[src/rtl/pe_arb_pkg.sv]
// Shared types and helpers for the PE link arbiter.
package pe_arb_pkg;

    typedef enum logic {
        IDLE = 1'b0,
        BUSY = 1'b1
    } arb_state_e;

    // Bits needed to index n requesters (at least 1).
    function automatic int idx_width(input int n);
        int w;
        w = 1;
        while ((1 << w) < n) w = w + 1;
        return w;
    endfunction

    // Round-robin successor of idx, wrapping to 0 at n.
    function automatic int rr_next(input int idx, input int n);
        return (idx >= n - 1) ? 0 : idx + 1;
    endfunction

endpackage

[src/rtl/pe_rr_pick.sv]
// Combinational round-robin finder: first set bit of valid_i scanning
// upward from ptr_i with wraparound.
module pe_rr_pick
    import pe_arb_pkg::*;
#(
    parameter int NUM_REQ = 4,
    parameter int IDX_W   = idx_width(NUM_REQ)
) (
    input  logic [NUM_REQ-1:0] valid_i,
    input  logic [IDX_W-1:0]   ptr_i,
    output logic [IDX_W-1:0]   idx_o,
    output logic               any_o
);

    // Scan ptr_i, ptr_i+1, ... and keep the first valid candidate.
    always_comb begin
        int cand;
        cand  = 0;
        idx_o = '0;
        any_o = 1'b0;
        for (int k = 0; k < NUM_REQ; k++) begin
            cand = int'(ptr_i) + k;
            if (cand >= NUM_REQ) cand = cand - NUM_REQ;
            if (!any_o && valid_i[IDX_W'(cand)]) begin
                idx_o = IDX_W'(cand);
                any_o = 1'b1;
            end
        end
    end

endmodule

[src/rtl/pe_link_arbiter.sv]
// Round-robin, packet-locked arbiter for one outbound mesh link.
// A granted requester owns the link until its last beat is accepted;
// ap_start freezes arbitration and intake while the output slot drains.
//
// state | meaning
// IDLE  | no owner; pick next requester round-robin (no beat accepted)
// BUSY  | grant_idx owns the link; beats flow into the output slot
module pe_link_arbiter
    import pe_arb_pkg::*;
#(
    parameter int NUM_REQ    = 4,
    parameter int DATA_WIDTH = 130,
    parameter int IDX_W      = idx_width(NUM_REQ)
) (
    input  logic                          clk,
    input  logic                          reset,
    input  logic                          ap_start,
    input  logic [NUM_REQ-1:0]            req_valid,
    input  logic [NUM_REQ*DATA_WIDTH-1:0] req_data,
    input  logic [NUM_REQ-1:0]            req_last,
    output logic [NUM_REQ-1:0]            req_ready,
    output logic                          out_valid,
    output logic [DATA_WIDTH-1:0]         out_data,
    output logic                          out_last,
    output logic [IDX_W-1:0]              out_src,
    input  logic                          out_ready,
    output logic                          grant_busy
);

    arb_state_e            state_q, state_d;
    logic [IDX_W-1:0]      grant_idx_q, grant_idx_d;
    logic [IDX_W-1:0]      rr_ptr_q, rr_ptr_d;
    logic                  out_valid_q, out_valid_d;
    logic [DATA_WIDTH-1:0] out_data_q, out_data_d;
    logic                  out_last_q, out_last_d;
    logic [IDX_W-1:0]      out_src_q, out_src_d;

    logic                  pick_any;
    logic [IDX_W-1:0]      pick_idx;
    logic                  sel_valid;
    logic                  sel_last;
    logic [DATA_WIDTH-1:0] sel_data;
    logic                  can_accept;
    logic                  accept;

    pe_rr_pick #(
        .NUM_REQ (NUM_REQ),
        .IDX_W   (IDX_W)
    ) u_pick (
        .valid_i (req_valid),
        .ptr_i   (rr_ptr_q),
        .idx_o   (pick_idx),
        .any_o   (pick_any)
    );

    // Ready depends only on registered state and link-side inputs, never on req_valid.
    assign can_accept = (state_q == BUSY) && ap_start && (!out_valid_q || out_ready);
    assign accept     = can_accept && sel_valid;

    // Route the granted requester's beat toward the output slot.
    always_comb begin
        sel_valid = 1'b0;
        sel_last  = 1'b0;
        sel_data  = '0;
        req_ready = '0;
        for (int i = 0; i < NUM_REQ; i++) begin
            if (grant_idx_q == IDX_W'(i)) begin
                sel_valid    = req_valid[i];
                sel_last     = req_last[i];
                sel_data     = req_data[i*DATA_WIDTH +: DATA_WIDTH];
                req_ready[i] = can_accept;
            end
        end
    end

    // Next-state for arbitration and the single-entry output slot.
    always_comb begin
        state_d     = state_q;
        grant_idx_d = grant_idx_q;
        rr_ptr_d    = rr_ptr_q;
        out_valid_d = out_valid_q;
        out_data_d  = out_data_q;
        out_last_d  = out_last_q;
        out_src_d   = out_src_q;

        case (state_q)
            IDLE: begin
                if (ap_start && pick_any) begin
                    grant_idx_d = pick_idx;
                    state_d     = BUSY;
                end
            end
            BUSY: begin
                if (accept && sel_last) begin
                    state_d  = IDLE;
                    rr_ptr_d = IDX_W'(rr_next(int'(grant_idx_q), NUM_REQ));
                end
            end
        endcase

        // A load while draining keeps the slot full for one-beat-per-cycle throughput.
        if (accept) begin
            out_valid_d = 1'b1;
            out_data_d  = sel_data;
            out_last_d  = sel_last;
            out_src_d   = grant_idx_q;
        end else if (out_ready) begin
            out_valid_d = 1'b0;
        end
    end

    // State and registered outputs; reset aborts any packet in flight.
    always_ff @(posedge clk) begin
        if (!reset) begin
            state_q     <= IDLE;
            grant_idx_q <= '0;
            rr_ptr_q    <= '0;
            out_valid_q <= 1'b0;
            out_data_q  <= '0;
            out_last_q  <= 1'b0;
            out_src_q   <= '0;
        end else begin
            state_q     <= state_d;
            grant_idx_q <= grant_idx_d;
            rr_ptr_q    <= rr_ptr_d;
            out_valid_q <= out_valid_d;
            out_data_q  <= out_data_d;
            out_last_q  <= out_last_d;
            out_src_q   <= out_src_d;
        end
    end

    assign out_valid  = out_valid_q;
    assign out_data   = out_data_q;
    assign out_last   = out_last_q;
    assign out_src    = out_src_q;
    assign grant_busy = (state_q == BUSY);

endmodule

[config.mk]
export PLATFORM = sky130hd
export DESIGN_NAME = pe_link_arbiter
export DESIGN_NICKNAME = d
export VERILOG_FILES = /design/src/rtl/pe_arb_pkg.sv /design/src/rtl/pe_rr_pick.sv /design/src/rtl/pe_link_arbiter.sv
export SDC_FILE = /design/constraint.sdc
export NUM_CORES = 1
export LEC_CHECK = 0
export ABC_AREA = 1
export BUFFER_PORTS_ARGS = -buffer_cell sky130_fd_sc_hd__buf_2
export CELL_PAD_IN_SITES_DETAIL_PLACEMENT = 1
export CELL_PAD_IN_SITES_GLOBAL_PLACEMENT = 1
export CORE_AREA = 3 3 260 262
export CTS_CLUSTER_SIZE = 25
export DETAILED_ROUTE_END_ITERATION = 16
export DIE_AREA = 0 0 263 265
export PLACE_DENSITY = 0.55
export REMOVE_ABC_BUFFERS = 1
export SLEW_MARGIN = 20
export SYNTH_ARGS = -nofsm -noshare
export SYNTH_HDL_FRONTEND = slang
export SYNTH_SLANG_ARGS = --single-unit
[constraint.sdc]
create_clock -name clk -period 5.8 [get_ports clk]
set_input_delay 0.58 -clock clk [delete_from_list [all_inputs] [get_ports clk]]
set_output_delay 0.58 -clock clk [all_outputs]
set_load 0.005 [all_outputs]
==> impl_metrics.json <==
{
  "status": "completed",
  "rows": 94,
  "end_kind": "flop",
  "cts-htree-levels": 4,
  "dieArea_mm2": 0.0697,
  "cts.clk_slew.worst_paths_ns": 0.06,
  "maxSlewHeadroom_pct": 30.7,
  "clock_skew_ns": 0.0146,
  "slowest_stage": "buf_4",
  "vias": 12000,
  "avgRoutedWirePerCell_um": 16.7,
  "cts_root_buf": "clkbuf_16",
  "syn_inst": 1425,
  "hold-worst-slack_ns": 0.410,
  "dp_hpwl_um": 37000,
  "cts_tree": "done",
  "ys_seq_area_share_pct": 32.0,
  "routed_wl_um": 47900,
  "cellPowerDensity_mw_per_mm2": 247,
  "routed_via_density": 4.18,
  "synth-edff-count": 0,
  "coreArea_mm2": 0.0656,
  "ir_drop_v": 0.000207,
  "cts.sinks": 139,
  "cp-start-kind": "flop",
  "fp.dieW_um": 263,
  "layoutNonFillerInstCount": 2869,
  "finalSetupViolCount": 0,
  "crit_fanout": 68,
  "drtAntennaViolNets": 0,
  "synth_top_cell_by_area": "dfxtp_1",
  "antenna_found_initial": 3,
  "synthTopCellsByArea": "dfxtp_1 (32%), nand2_1 (21%), a21oi_1 (16%)",
  "syn-cell-area_mm2": 0.00869,
  "worstMarginPinSlew_ns": 1.04,
  "rsz0062_at_grt": "no",
  "fin_ws_ns": 2.43,
  "start_util_pct": 13.2,
  "synth_commonest_cells": "nand2_1 (477), a21oi_1 (270), o21ai_0 (241)",
  "maxSlewViolCount": 0,
  "final_nets": 2530,
  "ys_types": 23,
  "cts_buffers": 17,
  "post-cts-setup-buffer-count": 0,
  "leakagePower_nw": 6.93,
  "syn2layout_area_growth_pct": 52.2,
  "cts_hold_buffers": 0,
  "worstPathCellList": "inv_1 > ha_4 > nor2_4 > buf_4 > buf_4 > nand2_1 > nand2_1 > o21ai_0 > nand2_1 > o21ai_0 > a21oi_1",
  "dp_slack_ns": 2.38,
  "rr_worst_depth": 11,
  "grt_pass1_vias": 12600,
  "async_flop_share_pct": 0,
  "worstPathArrival_ns": 3.76,
  "p_total_mw": 3.27,
  "crit_path_frequent_cell": "nand2_1",
  "drt-initial-drc-count": 398,
  "cpPeakStageDelay_ns": 0.79,
  "die_y_um": 265,
  "fmaxAchievable_mhz": 297,
  "grt_first_pass_wirelength_um": 71500,
  "critPathKind": "flop to flop",
  "maxCapViolations": 0,
  "grt_max_degree": 135,
  "fin_util_pct": 20.2,
  "first_pass_iters": 4,
  "hold-path-cell-count": 3,
  "cts_repair_resize_count": 0,
  "ys_dominant_reg_cell": "dfxtp_1",
  "grt_remaining_overflow": 0,
  "finalHoldViolCount": 0,
  "ys_ff_latch": 139,
  "yosysTopAreaCellShare_pct": 32.0,
  "placed_cells": 2839,
  "holdCritPathClass": "input port to flop",
  "drcViolationCount": 0,
  "clk_latency_ns": 0.47,
  "portBuffers": 670,
  "cts_max_path_buffers": 2,
  "synth_most_common_cell": "nand2_1",
  "drive_gt1_share_pct": 35.9,
  "gp_congestion": 0.857,
  "grt_usage_pct": 13.1,
  "syn_area_per_cell_um2": 6.10,
  "ioPinCount": 671,
  "required_ns": 6.19,
  "min_period_over_period_pct": 58.1,
  "finalCriticalPeriod_ns": 3.37,
  "yosys_warnings": 0
}
## power breakdown
group | internal [mW] | switching [mW] | leakage, nW
logic | 0.409 | 0.633 | 5.52
registers | 1.01 | 0.0316 | 1.13
clock network | 0.710 | 0.468 | 0.287
total | 2.13 | 1.13 | 6.93
## cells by family after synthesis
logic type	synth area share, %
buffers and inverters	8.46
AND/OR/NAND/NOR	22.2
flip-flops	32.0
AO/OA/AOI/OAI	36.7
adder cells (fa/ha/maj)	0.576
## metrics by stage
step | setup TNS, ns | instance area (um2)
2_1_floorplan | -286.90 | 8040
3_3_place_gp | 0 | 12600
3_5_place_dp | 0 | 12600
4_1_cts | 0 | 13200
5_1_grt | 0 | 13200
6_report | 0 | 13200
## final timing paths
kind                                     from                   endpoint  slack [ns]
setup / recovery  grant_idx_q[1]$_SDFFE_PN0P_  out_data[22]$_SDFFE_PN0P_        2.43
hold / removal                  req_data[415]  out_data[25]$_SDFFE_PN0P_        0.41
hold reg to reg         grant_busy$_SDFF_PN0_      grant_busy$_SDFF_PN0_        0.49
setup reg to reg  grant_idx_q[1]$_SDFFE_PN0P_  out_data[22]$_SDFFE_PN0P_        2.43
## placed cells by master (no fill, tap or decap), drive strengths merged, types with 3 or more instances in the layout
cell / synthesis / routed
buf: 64 / 681
nand2: 478 / 478
o21ai: 308 / 308
a21oi: 270 / 270
dfxtp: 139 / 139
o22ai: 45 / 45
inv: 21 / 21
clkbuf: 67 / 17
nand3: 13 / 13
nor2: 13 / 13
clkinv: 0 / 5
bufinv: 0 / 4
ha: 4 / 4
clkinvlp: 0 / 3
## sequential cells by signal (all words and copies together) (netlist names)
signal / cells
out_data: 130
grant_idx_q: 2
out_src: 2
rr_ptr_q: 2
grant_busy: 1
out_last: 1
out_valid: 1
## metal layers
metal / routed length (um) / GRT usage (%) / vias up
met3: 2950 / 3.90 / 62
met5: 27 / 0 / -
met2: 24500 / 23.7 / 406
met4: 1360 / 5.25 / 4
met1: 19100 / 14.2 / 5519
li1: - / - / 5999
## final cells by class
cell class	instances	area (um2)
multi-input cells	1134	5210
clock buffers	17	425
clock inverters	12	175
well taps	864	1080
flip-flops and latches	139	2780
inverters	21	85.1
fillers	8357	52400
diodes	1	2.50
repair buffers	681	3460
## critical path, delay by kind of cell, from the launching register on
family | cells | cell delay (ns)
buffers and inverters | 3 | 1.49
and+or+nand+nor | 4 | 0.53
DFF | 1 | 0.39
adders and majority gates | 1 | 0.37
AOI/OAI and AO/OA | 3 | 0.36
(Power assumes the default switching activity.)
